[src/rtl/pkt_fork_pkg.sv]
// Shared types for the packet fork.
// Output registering is selected by PKT_FORK_OUT_REG_EN.
package pkt_fork_pkg;

  localparam int NUM_OUT_MAX  = 16;
  localparam int FLIT_DATA_W  = 512;
  localparam int FLIT_EMPTY_W = 6;

  typedef enum logic [1:0] {
    IDLE,
    FWD,
    DROP
  } fork_state_t;

  typedef struct packed {
    logic [FLIT_DATA_W-1:0]  data;
    logic                    sop;
    logic                    eop;
    logic [FLIT_EMPTY_W-1:0] empty;
  } flit_t;

endpackage

[src/rtl/pkt_fork_skid.sv]
// Two-entry valid/ready skid buffer carrying a flit plus a one-hot
// destination vector; used when PKT_FORK_OUT_REG_EN is defined.
module pkt_fork_skid #(
  parameter int W  = 520,
  parameter int NV = 4
) (
  input  logic          Clk,
  input  logic          Rst_n,
  input  logic [W-1:0]  in_data,
  input  logic [NV-1:0] in_vec,
  output logic          in_ready,
  output logic [W-1:0]  out_data,
  output logic [NV-1:0] out_vec,
  input  logic [NV-1:0] out_ready
);

  logic [W+NV-1:0] mem [2];
  logic [NV-1:0]   vec_raw;
  logic            wr_ptr;
  logic            rd_ptr;
  logic [1:0]      cnt;
  logic            push;
  logic            pop;

  // Ready comes from occupancy only, never from out_ready.
  assign in_ready = (cnt != 2'd2);
  assign push     = in_ready & (|in_vec);

  assign {out_data, vec_raw} = mem[rd_ptr];
  assign out_vec = (cnt != 2'd0) ? vec_raw : '0;
  assign pop     = |(out_vec & out_ready);

  always_ff @(posedge Clk or negedge Rst_n) begin
    if (!Rst_n) begin
      wr_ptr <= 1'b0;
      rd_ptr <= 1'b0;
      cnt    <= 2'd0;
      mem[0] <= '0;
      mem[1] <= '0;
    end else begin
      if (push) begin
        mem[wr_ptr] <= {in_data, in_vec};
        wr_ptr      <= ~wr_ptr;
      end
      if (pop) rd_ptr <= ~rd_ptr;
      cnt <= cnt + 2'(push) - 2'(pop);
    end
  end

endmodule

[src/rtl/pkt_fork_n_service.sv]
// N-way packet fork steered by a selector stream, with statistics.
// PKT_FORK_OUT_REG_EN adds a registered skid stage on the outputs.
module pkt_fork_n_service
  import pkt_fork_pkg::*;
#(
  parameter int DATA_W  = 512,
  parameter int EMPTY_W = 6,
  parameter int NUM_OUT = 4,
  parameter int SEL_W   = 4
) (
  input  logic                  Clk,
  input  logic                  Rst_n,
  input  logic [DATA_W-1:0]     in_data,
  input  logic                  in_sop,
  input  logic                  in_eop,
  input  logic [EMPTY_W-1:0]    in_empty,
  input  logic                  in_valid,
  output logic                  in_ready,
  input  logic [SEL_W-1:0]      sel_data,
  input  logic                  sel_valid,
  output logic                  sel_ready,
  output logic [DATA_W-1:0]     out_data,
  output logic                  out_sop,
  output logic                  out_eop,
  output logic [EMPTY_W-1:0]    out_empty,
  output logic [NUM_OUT-1:0]    out_valid,
  input  logic [NUM_OUT-1:0]    out_ready,
  output logic [NUM_OUT*32-1:0] stats_out_pkt,
  output logic [31:0]           stats_drop_pkt,
  output logic [31:0]           stats_err_flit
);

  fork_state_t        state;
  logic [NUM_OUT-1:0] dest_oh;
  logic [NUM_OUT-1:0] sel_oh;
  logic [NUM_OUT-1:0] dn_valid;
  logic [NUM_OUT-1:0] dn_ready;
  logic [NUM_OUT-1:0] pkt_inc;
  logic               sel_hit;
  logic               rdy;
  logic               pop;
  logic               acc;
  logic               drop_inc;
  logic               err_inc;
  logic [31:0]        pkt_cnt [NUM_OUT];
  logic [31:0]        drop_cnt;
  logic [31:0]        err_cnt;

  always_comb begin
    sel_oh = '0;
    for (int i = 0; i < NUM_OUT; i++)
      if (sel_data == SEL_W'(i)) sel_oh[i] = 1'b1;
  end

  assign sel_hit = |sel_oh;

  always_comb begin
    dn_valid = '0;
    rdy      = 1'b0;
    pop      = 1'b0;
    acc      = 1'b0;
    pkt_inc  = '0;
    drop_inc = 1'b0;
    err_inc  = 1'b0;
    unique case (state)
      IDLE: begin
        if (in_valid && !in_sop) begin
          rdy     = 1'b1;
          err_inc = 1'b1;
        end else if (in_valid && sel_valid) begin
          dn_valid = sel_oh;
          rdy      = sel_hit ? |(sel_oh & dn_ready) : 1'b1;
          pop      = rdy;
          if (rdy && in_eop) begin
            pkt_inc  = sel_oh;
            drop_inc = !sel_hit;
          end
        end
      end
      FWD: begin
        dn_valid = in_valid ? dest_oh : '0;
        rdy      = |(dest_oh & dn_ready);
        acc      = in_valid & rdy;
        err_inc  = acc & in_sop;
        pkt_inc  = (acc & in_eop) ? dest_oh : '0;
      end
      DROP: begin
        rdy      = 1'b1;
        err_inc  = in_valid & in_sop;
        drop_inc = in_valid & in_eop;
      end
      default: ;
    endcase
    acc = in_valid & rdy;
  end

  assign in_ready  = rdy & Rst_n;
  assign sel_ready = pop & Rst_n;

  always_ff @(posedge Clk or negedge Rst_n) begin
    if (!Rst_n) begin
      state    <= IDLE;
      dest_oh  <= '0;
      drop_cnt <= '0;
      err_cnt  <= '0;
      for (int i = 0; i < NUM_OUT; i++) pkt_cnt[i] <= '0;
    end else begin
      if (acc) begin
        unique case (state)
          IDLE: if (in_sop && !in_eop) begin
            state   <= sel_hit ? FWD : DROP;
            dest_oh <= sel_oh;
          end
          FWD, DROP: if (in_eop) state <= IDLE;
          default: state <= IDLE;
        endcase
      end
      for (int i = 0; i < NUM_OUT; i++)
        if (pkt_inc[i]) pkt_cnt[i] <= pkt_cnt[i] + 32'd1;
      if (drop_inc) drop_cnt <= drop_cnt + 32'd1;
      if (err_inc) err_cnt <= err_cnt + 32'd1;
    end
  end

  for (genvar g = 0; g < NUM_OUT; g++) begin : g_stats
    assign stats_out_pkt[32*g +: 32] = pkt_cnt[g];
  end

  assign stats_drop_pkt = drop_cnt;
  assign stats_err_flit = err_cnt;

`ifdef PKT_FORK_OUT_REG_EN
  localparam int FW = DATA_W + EMPTY_W + 2;

  logic               skid_rdy;
  logic [FW-1:0]      skid_q;
  logic [NUM_OUT-1:0] skid_v;

  assign dn_ready = {NUM_OUT{skid_rdy}};

  pkt_fork_skid #(
    .W  (FW),
    .NV (NUM_OUT)
  ) u_skid (
    .Clk       (Clk),
    .Rst_n     (Rst_n),
    .in_data   ({in_data, in_sop, in_eop, in_empty}),
    .in_vec    (dn_valid),
    .in_ready  (skid_rdy),
    .out_data  (skid_q),
    .out_vec   (skid_v),
    .out_ready (out_ready)
  );

  assign {out_data, out_sop, out_eop, out_empty} = skid_q;
  assign out_valid = skid_v & {NUM_OUT{Rst_n}};
`else
  assign dn_ready  = out_ready;
  assign out_data  = in_data;
  assign out_sop   = in_sop;
  assign out_eop   = in_eop;
  assign out_empty = in_empty;
  assign out_valid = dn_valid & {NUM_OUT{Rst_n}};
`endif

endmodule

[config.mk]
export PLATFORM = sky130hd
export DESIGN_NAME = pkt_fork_n_service
export DESIGN_NICKNAME = d
export VERILOG_FILES = /design/src/rtl/pkt_fork_pkg.sv /design/src/rtl/pkt_fork_skid.sv /design/src/rtl/pkt_fork_n_service.sv
export SDC_FILE = /design/constraint.sdc
export NUM_CORES = 1
export LEC_CHECK = 0
export CAP_MARGIN = 20
export CELL_PAD_IN_SITES_DETAIL_PLACEMENT = 1
export CELL_PAD_IN_SITES_GLOBAL_PLACEMENT = 1
export CORE_AREA = 2 2 480 482
export CTS_CLUSTER_SIZE = 14
export DETAILED_ROUTE_END_ITERATION = 10
export DIE_AREA = 0 0 482 484
export PLACE_DENSITY = 0.37
export SLEW_MARGIN = 10
export SYNTH_ARGS = -nofsm -noshare
export SYNTH_HDL_FRONTEND = slang
export SYNTH_SLANG_ARGS = --single-unit
export TNS_END_PERCENT = 20
[constraint.sdc]
create_clock -name Clk -period 2.25 [get_ports Clk]
set_input_delay 0.45 -clock Clk [delete_from_list [all_inputs] [get_ports Clk]]
set_output_delay 0.45 -clock Clk [all_outputs]
set_load 0.005 [all_outputs]
Yosys cells after proc, flatten, opt, wreduce, memory -nomap -nowiden:

Index checks and enable logic that the tools add are counted.
W data, S select, Z words.

* flip-flop bits (word level): 198
* input port bits: 532
* output and inout bits: 718

* add/subtract/negate cells: 6
* eq/ne operators: 7
* mux-type cells: 29
* bitwise gates (word level): 11
* reductions and logical operators: 15

Operators by type and width (number)
* $add A32 B1 Y32 const B: 6
* $mux W4: 7
* $pmux W4 S2: 2
* $mux W1: 13
* $and A4 B4 Y4: 3
* $reduce_or A4 Y1: 3
* $and A1 B1 Y1: 8
* $eq A4 B2 Y1 const B: 2
* $mux W2: 3
* $pmux W1 S3: 2
* $reduce_and A3 Y1: 2
* $eq A4 B1 Y1 const B: 1
* $logic_and A1 B1 Y1: 4
* $logic_not A4 Y1: 1
* $ne A2 B2 Y1 const B: 2
* $pmux W2 S2: 1
* $logic_not A1 Y1: 3
* $eq A2 B1 Y1 const B: 1
* $eq A2 B2 Y1 const B: 1
* $logic_not A2 Y1: 1
* $pmux W1 S2: 1
* $reduce_or A2 Y1: 1

Longest topological paths before layout:

Gate-level depths: netlist of the first run.

* word-level depth: 10
* gate-level depth with buffers: 9
* mapped depth without buffers: 7

Worst setup path before layout of the first run:

Ideal clock, no wire load.

* kind: flip-flop to flip-flop
* start point: register state[0]
* end point: register pkt_cnt (netlist bit stats_out_pkt[46])
* setup time: 125 ps
* arrival time: 2281 ps
* required time: 2125 ps
* path slack: -155 ps
* cell stages (with the launch flop): 10
* path buffers: 2
* clock period less this slack: 2405 ps
* cells stage by stage: dfrtp_1 -> inv_1 -> ha_1 -> clkbuf_1 -> nand4_1 -> nor4_1 -> o21a_1 -> clkbuf_1 -> nand4_1 -> xnor2_1

* word-level cells in the longest chain between the ends: 2
* elaborated cells between the ends (all ways): 3

RTL lines
* start: declaration: line pkt_fork_n_service.sv:33 `fork_state_t state;`
* start signal: assignment: line pkt_fork_n_service.sv:111 `state <= sel_hit ? FWD : DROP;`
* $eq A2 B1 Y1 / $logic_not A2 Y1 (equally long branches): line pkt_fork_n_service.sv:65 `unique case (state)`
* $pmux W4 S2 (*): line pkt_fork_n_service.sv:65
* end signal: indexed assignment: line pkt_fork_n_service.sv:119 `if (pkt_inc[i]) pkt_cnt[i] <= pkt_cnt[i] + 32'd1;`
* end: declaration: line pkt_fork_n_service.sv:45 `logic [31:0] pkt_cnt [NUM_OUT];`

Every way passes the cells marked *; elsewhere a longest branch is shown, timed or not.
A chain may end at the register's enable or synchronous reset.

Final worst setup path of the first run:

* start point: register state[0]
* end point: output port out_valid[3]

* word-level cells in the longest chain between the ends: 3
* elaborated cells between the ends (all ways): 4

RTL lines
* $eq A2 B1 Y1 / $logic_not A2 Y1 (equally long branches): line pkt_fork_n_service.sv:65
* $pmux W4 S2 (*): line pkt_fork_n_service.sv:65
* $and A4 B4 Y4 (*): line pkt_fork_n_service.sv:163 `assign out_valid = dn_valid & {NUM_OUT{Rst_n}};`
* end: declaration: line pkt_fork_n_service.sv:26 `output logic [NUM_OUT-1:0] out_valid,`

Marked as above.

==> results of run 1 <==
==> registers in the layout, indices dropped and copies added (netlist names) <==
signal          flops
stats_err_flit     32
state               2
stats_drop_pkt     32
stats_out_pkt     128
dest_oh             4
==> power breakdown <==
part	total, mW	leakage (nW)	switching (mW)	internal, mW
registers	3.56	2.66	0	3.56
clock network	3.68	0.298	1.98	1.70
logic	0.236	3.94	0.162	0.0737
==> worst paths after layout <==
path	startpoint	end	slack (ns)	cells after the start
hold reg to reg	stats_out_pkt[63]	stats_out_pkt[63]	0.48	1
hold / removal	Rst_n	stats_out_pkt[114]	0.01	2
max in group asynchronous	Rst_n	dest_oh[2]	1.09	3
setup / recovery	state[0]	out_valid[3]	-0.23	10
setup reg to reg	state[0]	stats_out_pkt[29]	-0.21	8
min in group Clk	stats_out_pkt[63]	stats_out_pkt[63]	0.48	1
==> stage by stage <==
step	util	hold WS [ns]	TNS [ns]
2_1_floorplan	-	0.154	-0.570
3_3_place_gp	0.0724	0.301	-118.68
3_5_place_dp	0.0724	0.299	-119.64
4_1_cts	0.0780	0.0286	-9.06
5_1_grt	0.0805	0.0394	-18.91
6_report	0.0805	0.0136	-4.74
==> routing by layer <==
layer / track usage / part of all wire
met1: 0.0639 / 0.33
met2: 0.0865 / 0.38
met3: 0.0550 / 0.18
met4: 0.0656 / 0.098
met5: 0.00911 / 0.0032
==> area by class of cell <==
cell class                 count  share of cell area
sequential                   198               0.269
inverter                      33             0.00673
timing repair buffer         386               0.206
tap                         3026               0.206
clock buffer                  17              0.0231
clock inverter                14              0.0103
multi-input combinational    620               0.279
antenna                        2            0.000272
==> what timing repair did <==
action                                  4_1_cts  5_1_grt
hold buffers                                  2        0
cloned                                        2        0
endpoints found under the setup margin      177      160
endpoints found under the hold margin         9        0
setup buffers                                16        8
pin swaps                                    26       44
gates resized for setup                     136      113
==> cell families (layout without fill, tap and decap cells) <==
family / Yosys count / after routing / share of synthesized area
AO/OA/AOI/OAI: 42 / 42 / 0.0252
XOR/XNOR: 186 / 186 / 0.123
adder cells (fa/ha/maj): 10 / 10 / 0.00945
buffers and inverters: 566 / 450 / 0.309
flip-flops: 198 / 198 / 0.374
multiplexers: 12 / 12 / 0.00993
other: 0 / 2 / 0
AND/OR/NAND/NOR: 370 / 370 / 0.149
==> placed cells by master, fill, tap and decap left out, types with 14 or more instances in the layout <==
cell,n
sky130_fd_sc_hd__buf_4,131
sky130_fd_sc_hd__nor2_1,34
sky130_fd_sc_hd__nand3_2,14
sky130_fd_sc_hd__xnor2_1,110
sky130_fd_sc_hd__buf_6,29
sky130_fd_sc_hd__nand4_1,51
sky130_fd_sc_hd__inv_1,31
sky130_fd_sc_hd__xor2_1,70
sky130_fd_sc_hd__and3_1,22
sky130_fd_sc_hd__nand3_1,41
sky130_fd_sc_hd__nand2_1,65
sky130_fd_sc_hd__dfrtp_1,196
sky130_fd_sc_hd__clkdlybuf4s50_1,183
sky130_fd_sc_hd__nor2_2,14
sky130_fd_sc_hd__buf_12,18
sky130_fd_sc_hd__clkbuf_16,17
==> results, run 1 <==
- Among all cell types in the netlist, the one instantiated most often is sky130_fd_sc_hd__buf_4.
- The category of the most critical setup path is reg2out.
- The final-report setup violation count is 56.
- Detailed placement finished with a half-perimeter wire length of between 60 and 70 mm.
- The number of nets handed over by synthesis was 1,926.
- sky130_fd_sc_hd__dfrtp_1 takes more of the synthesized area than any other cell.
- In this run, placement finished with an instance count of 4,238.
- During synthesis, Yosys emitted a total of 0 warnings.
- Registers take slightly below 5000 µm².
- The commonest cells after synthesis are sky130_fd_sc_hd__buf_4 (520), sky130_fd_sc_hd__dfrtp_1 (198), sky130_fd_sc_hd__xnor2_1 (116).
- For this run, the leading register cell type out of synthesis is sky130_fd_sc_hd__dfrtp_1.
- The async set or reset register ratio after synthesis is 1.00.
- The number of design-rule violations left by the first detailed-router iteration is slightly below 300.
- The finished cells cover 18,400 µm².
- The number of enable flip-flop cells after synthesis is 0.
- The final-report hold violation count is 0.
- For the final database, setup skew stands at 0.0201 ns.
- In the post-route analysis, the smallest setup slack over all paths is -0.226 ns.
- The initial standard-cell utilization of the core is 0.0579.
- The worst IR drop on VDD is between 0.0005 and 0.0006 V.
- The critical path goes through inv_2 > ha_4 > buf_6 > nand2_4 > nor2_4 > buf_6 > nand2_2 > a21boi_2 > buf_4 > buf_12.
- The most repeated library cell on the critical path is sky130_fd_sc_hd__buf_6.
- Data on the critical path is required at its endpoint by about 1.8 ns.
- The run finished, with violations left.
- The critical path launch point type is a register.
- The tree is rooted in a sky130_fd_sc_hd__clkbuf_16.
- After the last flow step, the layout net total stands at 1,798.
- The post-layout instance count excluding filler cells is about 4,300.
- The headroom to the max-slew limit is 0.512.
- The wire length per cell is around 19 µm.
- For this run, the register share of the synthesized area comes to 0.374.
- The max-slew violation count is 0.
- The via total after detailed routing is approximately 9,000.
- Counting the buffers created by CTS gives 17.
- STA puts the critical path data arrival time at between 2 and 2.5 ns.
- The first TritonRoute pass finished after 4 iterations.
- The initial antenna violation count came to 6.
- The total number of H-tree levels is 4.
- Buffers placed on the I/O ports in this run total ~210.
- In this run the worst path has a maximum fanout of 3.
- The number of global-route vias before repair is about 10,000.
- The floorplan die area is around 230,000 µm².
- For this design, the sink count on the clock tree is roughly 200.
- Dividing total power by cell area gives a power density of approximately 400 nW/µm².
- The total wirelength of the detailed-routed design is approximately 80 mm.
- The floorplan row count is 176.
- In the finished design, the share of the clock period the worst path needs comes to 1.10.
- The maximum clock insertion buffer count is 2.
- The placeable core region is between 200,000 and 250,000 µm².
- The ratio of cells with drive above 1 in the final layout is 0.297.
- The worst setup path is captured at an output pin.
- The pin slew with the least headroom to its limit is 0.730 ns.
- The y dimension of the die is around 480 µm.
- The first global-routing pass estimated 103 mm of wire.
- The max-cap violation count is 0.
- The post-synthesis average cell area is ~9.6 µm².
- The delay of the slowest cell on the worst path is slightly above 0.4 ns.
- After detailed routing, the number of remaining DRC violations is 0.
- The leakage power figure is between 6 and 7 nW.
- The slowest stage cell on the critical path is sky130_fd_sc_hd__dfrtp_1.
- The number of top-level pins is 1,250.
- Setup repair after global routing could not meet its margin everywhere.
- Of the post-synthesis cell area, the dominant cell type holds 0.374.
- The final reports fail on setup timing.
- After technology mapping, the gate count stands at roughly 1,400.
- Relative to the synthesized area, the layout overhead comes to 39.0%.
- The clock tree from TritonCTS is yes.
- The width of the die is ~480 µm.
- The count of unique library cells instantiated by Yosys is 55.
- The shortest clock period the worst path allows after layout is around 2.5 ns.
- Across every metal layer, demand over resource in global routing totals 0.0671.
- In the final layout, the multi-input gates occupy between 5000 and 6000 µm².
- The instance area at placement is approximately 17,000 µm².
- The summed instance area of the synthesized netlist is 13,200 µm².
- Routability-driven placement finished with a final weighted congestion of ~0.7.
- Counting the fill cells in the layout gives ~27,000.
- The number of nets with antenna violations after detailed routing is 0.
- The critical path buffer and inverter count is 5.
- Summed over all layers, the global routing overflow is 0.
- In this run the worst hold path is classified as in2async.
- The routed via count divided by cell count is between 2 and 2.5.
- After synthesis, the cell types taking the most area are sky130_fd_sc_hd__dfrtp_1 (37%), sky130_fd_sc_hd__buf_4 (29%), sky130_fd_sc_hd__xnor2_1 (7.7%).
- The clock transition time at the flip-flop clock pins of the worst setup and hold paths is 0.09 ns.
- The insertion delay of the later-clocked pin in the worst-skew pair is 0.54 ns.
- The largest net degree at the start of global routing is between 90 and 100.
- The cell family contributing the most delay on the critical path is buffers and inverters.
- Prior to clock tree synthesis, the placed netlist has a worst setup slack of -0.800 ns.
- In this run, synthesis produced a sequential element count of just under 200.
- For this run, the top clock speed supported by timing is 0.404 GHz.
- The design draws approximately 7.5 mW.
Power figures use the tool's default switching activity.
==> inputs of run 2 (changes only) <==
--- a/config.mk
+++ b/config.mk
@@ -16,5 +16,6 @@
 export SLEW_MARGIN = 10
 export SYNTH_ARGS = -nofsm -noshare
 export SYNTH_HDL_FRONTEND = slang
+export SYNTH_HIERARCHICAL = 1
 export SYNTH_SLANG_ARGS = --single-unit
 export TNS_END_PERCENT = 20
==> results of run 2 <==
No change in the layout: final DEF, timing and power equal those of run 1.
Main changes from that run: Yosys warning count 0 -> 6
==> inputs of run 3 (changes only) <==
--- a/config.mk
+++ b/config.mk
@@ -5,14 +5,15 @@
 export SDC_FILE = /design/constraint.sdc
 export NUM_CORES = 1
 export LEC_CHECK = 0
+export ABC_CLOCK_PERIOD_IN_PS = 3100
 export CAP_MARGIN = 20
 export CELL_PAD_IN_SITES_DETAIL_PLACEMENT = 1
 export CELL_PAD_IN_SITES_GLOBAL_PLACEMENT = 1
-export CORE_AREA = 2 2 480 482
+export CORE_AREA = 5 5 491 493
 export CTS_CLUSTER_SIZE = 14
 export DETAILED_ROUTE_END_ITERATION = 10
-export DIE_AREA = 0 0 482 484
-export PLACE_DENSITY = 0.37
+export DIE_AREA = 0 0 496 498
+export PLACE_DENSITY = 0.36
 export SLEW_MARGIN = 10
 export SYNTH_ARGS = -nofsm -noshare
 export SYNTH_HDL_FRONTEND = slang
==> constraint.sdc (replaced) <==
create_clock -name Clk -period 3.1 [get_ports Clk]
set_input_delay 0.62 -clock Clk [delete_from_list [all_inputs] [get_ports Clk]]
set_output_delay 0.62 -clock Clk [all_outputs]
set_load 0.005 [all_outputs]
==> results, run 3 <==
- The insertion delay of the later-clocked pin in the worst-skew pair is 0.55 ns (about the same).
- The final-layout setup total negative slack came to 0 ns (+4.74 ns).
- The total number of H-tree levels is 4 (unchanged).
- The category of the most critical setup path is in2out.
- The count of unique library cells instantiated by Yosys is 55 (unchanged).
- The instance count of the mapped netlist came to 1,384 (unchanged).
- The post-synthesis average cell area was 9.56 µm² (unchanged).
- The initial antenna violation count is 12 (+6).
- For the finished layout, the period the worst path requires is slightly below 3 ns.
- The cell with the most instances after synthesis is sky130_fd_sc_hd__buf_4.
- The adder-cell share of the synthesized area is 0.00945 (unchanged).
- The flow ran to the end, and the final reports show no timing, DRC or antenna violations.
- The fraction of met3 tracks used by global routing was 0.0643 (+0.00930).
- The net count after synthesis was 1,926 (unchanged).
- The proportion of netlist area held by the largest area contributor was 0.374 (unchanged).
- The power density over the cells is 315 nW/µm² (-22%).
- The clock transition time at the flip-flop clock pins of the worst setup and hold paths is 0.09 ns (about the same).
- The async set or reset register ratio after synthesis is 1.00 (unchanged).
- The startpoint identified for the worst register-to-register timing path is state[0].
- The register-to-register path setup slack is 0.55 ns (+0.76 ns).
- The final-report setup violation count is 0 (-100%).
- The via total after detailed routing is 8,718 (-5.0%).
- The simple-gate portion of the synthesized area is 0.149 (unchanged).
- The area added between synthesis and finish is 26.5%.
- The number of iterations in the first detailed-routing pass is 4 (unchanged).
- The multiplexer area fraction after synthesis is 0.00993 (unchanged).
- The number of enable flip-flop cells after synthesis is 0 (unchanged).
- The ratio of cells with drive above 1 in the final layout is 0.120 (-0.177).
- The final net count is 1,700 (-5.5%).
- The internal cell power is 3.77 mW (-29%).
- The headroom to the max-slew limit came to 0.400 (-0.112).
- The post-CTS setup buffer count is 0 (-16).
- The max-cap violation count is 0 (unchanged).
- The slowest stage cell on the critical path is sky130_fd_sc_hd__clkdlybuf4s50_1.
- The placed cell count was 4,305 (+1.6%).
- The combinational share of power was 0.028 (-0.004).
- The fraction of met1 tracks used by global routing is 0.0540 (-0.00993).
- The initial standard-cell utilization of the core was 0.0560 (-0.00194).
- The maximum fanout along the worst path is 4 (+1).
- Tracing the worst setup path back leads to its startpoint at sel_data[1].
- The instance area at placement was 16,100 µm² (-2.7%).
- The count of input and output buffers is 213 (unchanged).
- The post-layout instance count excluding filler cells was 4,341 (+1.0%).
- The overall track demand over capacity in global routing was 0.0674 (+0.000284).
- The layer carrying the most global-route usage is met2.
- The width of the die came to 496 µm (+2.9%).
- The cell sitting at the root of the clock tree is a sky130_fd_sc_hd__clkbuf_16.
- The number of design-rule violations left by the first detailed-router iteration is 231 (-21%).
- The worst setup path is launched from an input pin.
- The final core area utilization is 0.0708 (-0.00971).
- The number of top-level pins is 1,250 (unchanged).
- The number of CTS-inserted buffers is 17 (unchanged).
- The summed instance area of the synthesized netlist came to 13,200 µm² (unchanged).
- The max-slew violation count is 0 (unchanged).
- The most common cell after layout, fill and taps aside is sky130_fd_sc_hd__clkdlybuf4s50_1.
- The switching power total is 1.49 mW (-30%).
- The leakage power figure is 5.87 nW (-15%).
- The clock share of power came to 0.482 (-0.010).
- Sorting the synthesized cells by area gives the leading types as sky130_fd_sc_hd__dfrtp_1 (37%), sky130_fd_sc_hd__buf_4 (29%), sky130_fd_sc_hd__xnor2_1 (7.7%).
- STA classifies the critical path endpoint as an output pin.
- The met2 global-route usage was 0.0982 (+0.0117).
- The routed via count divided by cell count is 2.01 (-6.0%).
- The total number of yosys warnings is 6.
- The main combinational cell family by area after synthesis is buffers and inverters.
- The tightest hold margin is 0.472 ns (+0.458 ns).
- The class of the most critical hold timing path is reg2reg.
- The flip-flop count of the largest register after layout came to 128 (unchanged).
- The half-perimeter wire length after detailed placement is 73.2 mm (+11%).
- In this run the critical register-to-register path is captured at stats_out_pkt[27].
- The post-layout total power is 5.27 mW (-29%).
- The top cell types in the final layout, fill and taps aside, are sky130_fd_sc_hd__clkdlybuf4s50_1 (204), sky130_fd_sc_hd__dfrtp_1 (198), sky130_fd_sc_hd__xnor2_1 (116), sky130_fd_sc_hd__nand2_1 (75), sky130_fd_sc_hd__xor2_1 (70).
- The fraction of synthesized cell area in xor and xnor cells is 0.123 (unchanged).
- The clock tree from TritonCTS is yes.
- Following the worst setup path forward leads to its endpoint at sel_ready.
- The wire length per cell is 19.7 µm (+5.2%).
- The placeable core region came to 237,000 µm² (+3.5%).
- The floorplan row count is 179 (+1.7%).
- The smallest setup slack after layout is 0.133 ns (+0.359 ns).
- The delay of the slowest cell on the worst path was 0.50 ns (+0.09 ns).
- The proportion of synthesized chip area in sequential cells is 0.374 (unchanged).
- The final-report hold violation count came to 0 (unchanged).
- The number of global-route vias before repair is 9,733 (-3.0%).
- Counting instances in the post-synthesis netlist gives the leading cell types as sky130_fd_sc_hd__buf_4 (520), sky130_fd_sc_hd__dfrtp_1 (198), sky130_fd_sc_hd__xnor2_1 (116).
- The maximum clock rate is between 0.3 and 0.4 GHz.
- The cell area after layout is 16,700 µm² (-9.0%).
- The sequential power share is 0.490 (+0.014).
- The pin slew with the least headroom to its limit is 0.900 ns (+0.169 ns).
- The area fraction in compound gates after synthesis is 0.0252 (unchanged).
- The total wirelength of the detailed-routed design was 85.4 mm (+6.3%).
- The critical path data arrival time is 2.35 ns (+0.32 ns).
- The residual DRC count is 0 (unchanged).
- In the synthesized netlist the dominant register cell turns out to be sky130_fd_sc_hd__dfrtp_1.
- The worst IR drop on VDD was 0.000313 V (-42%).
- The signal on the critical path passes through clkdlybuf4s50_1 > buf_12 > nand2b_1 > buf_4 > and3_1 > buf_4 > and4b_2 > buf_12.
- The setup skew after layout was 0.0213 ns (+0.00124 ns).
- The switching power share of the total was 0.284 (-0.00244).
- The number of nets with antenna violations after detailed routing was 0 (unchanged).
- The global-route congestion overflow total is 0 (unchanged).
- The number of clock sinks seen by CTS was 198 (unchanged).
- The required time at the endpoint of the critical path is 2.48 ns (+0.68 ns).
- The wire length of the first global-routing pass is 107 mm (+4.8%).
- The maximum clock insertion buffer count is 2 (unchanged).
- The depth of the worst register-to-register path is 8 (unchanged).
- The register bit count reported by yosys is 198 (unchanged).
- The largest net degree at the start of global routing is 104 (+9.5%).
- The dominant cell type by area after synthesis is sky130_fd_sc_hd__dfrtp_1.
- The setup slack after placement came to -0.541 ns (+0.259 ns).
- Of the available clock period, the critical path in the final layout requires 0.957.
- The floorplan die area is 247,000 µm² (+5.9%).
- The y dimension of the die is 498 µm (+2.9%).
- The last weighted congestion value of the routability-driven placer was 0.686 (-2.0%).
[run 3: cell counts after synthesis]
No cell type changed its count.
[run 3: repair_timing]
| action | CTS | global route |
|---|---|---|
| endpoints found under the hold margin | 4 | 0 |
| gates resized for setup | 0 | 4 |
| endpoints found under the setup margin | 0 | 5 |
| hold buffers | 1 | 0 |
[run 3: kinds of logic after synthesis]
logic type      Yosys count
xor+xnor                186
compound gates           42
flops                   198
buf+inv                 566
simple gates            370
mux                      12
fa+ha+maj                10
[run 3: cell type report]
| type | count | area (µm²) |
|---|---|---|
| Multi-Input combinational cell | 620 | 4230 |
| Clock inverter | 15 | 170 |
| Antenna cell | 3 | 7.51 |
| Tap cell | 3167 | 3960 |
| Fill cell | 28115 | 220000 |
| Inverter | 33 | 124 |
| Sequential cell | 198 | 4950 |
| Clock buffer | 17 | 425 |
| Timing Repair Buffer | 288 | 2860 |
[run 3: critical path: cells and delay by family]
family	cells	cell delay [ns]
buffers and inverters	5	1.07
AND/OR/NAND/NOR	3	0.66
[run 3: routing by layer]
layer / routed length [µm] / up-vias
met5: 86 / -
met4: 7470 / 6
met3: 17800 / 387
met2: 36000 / 628
met1: 24100 / 4103
li1: - / 3594
[run 3: worst min-delay path by stage]
stage	from	to	slack, ns	depth (start not counted)
final	stats_out_pkt[63]	stats_out_pkt[63]	0.47	1
after global placement	stats_out_pkt[63]	stats_out_pkt[63]	0.46	1
after global routing	Rst_n	dest_oh[2]	0.44	2
after CTS	Rst_n	dest_oh[2]	0.41	2
after floorplan	Rst_n	dest_oh[0]	0.32	0
after detailed placement	stats_out_pkt[63]	stats_out_pkt[63]	0.46	1
[run 3: power by group through the flow]
stage | sequential [mW] | combinational (mW) | clock, mW
after detailed placement | 2.63 | 0.159 | 0
final | 2.58 | 0.148 | 2.54
after floorplan | 2.63 | 0.560 | 0
after CTS | 2.58 | 0.160 | 2.76
after global placement | 2.63 | 0.160 | 0
after global routing | 2.58 | 0.171 | 2.80
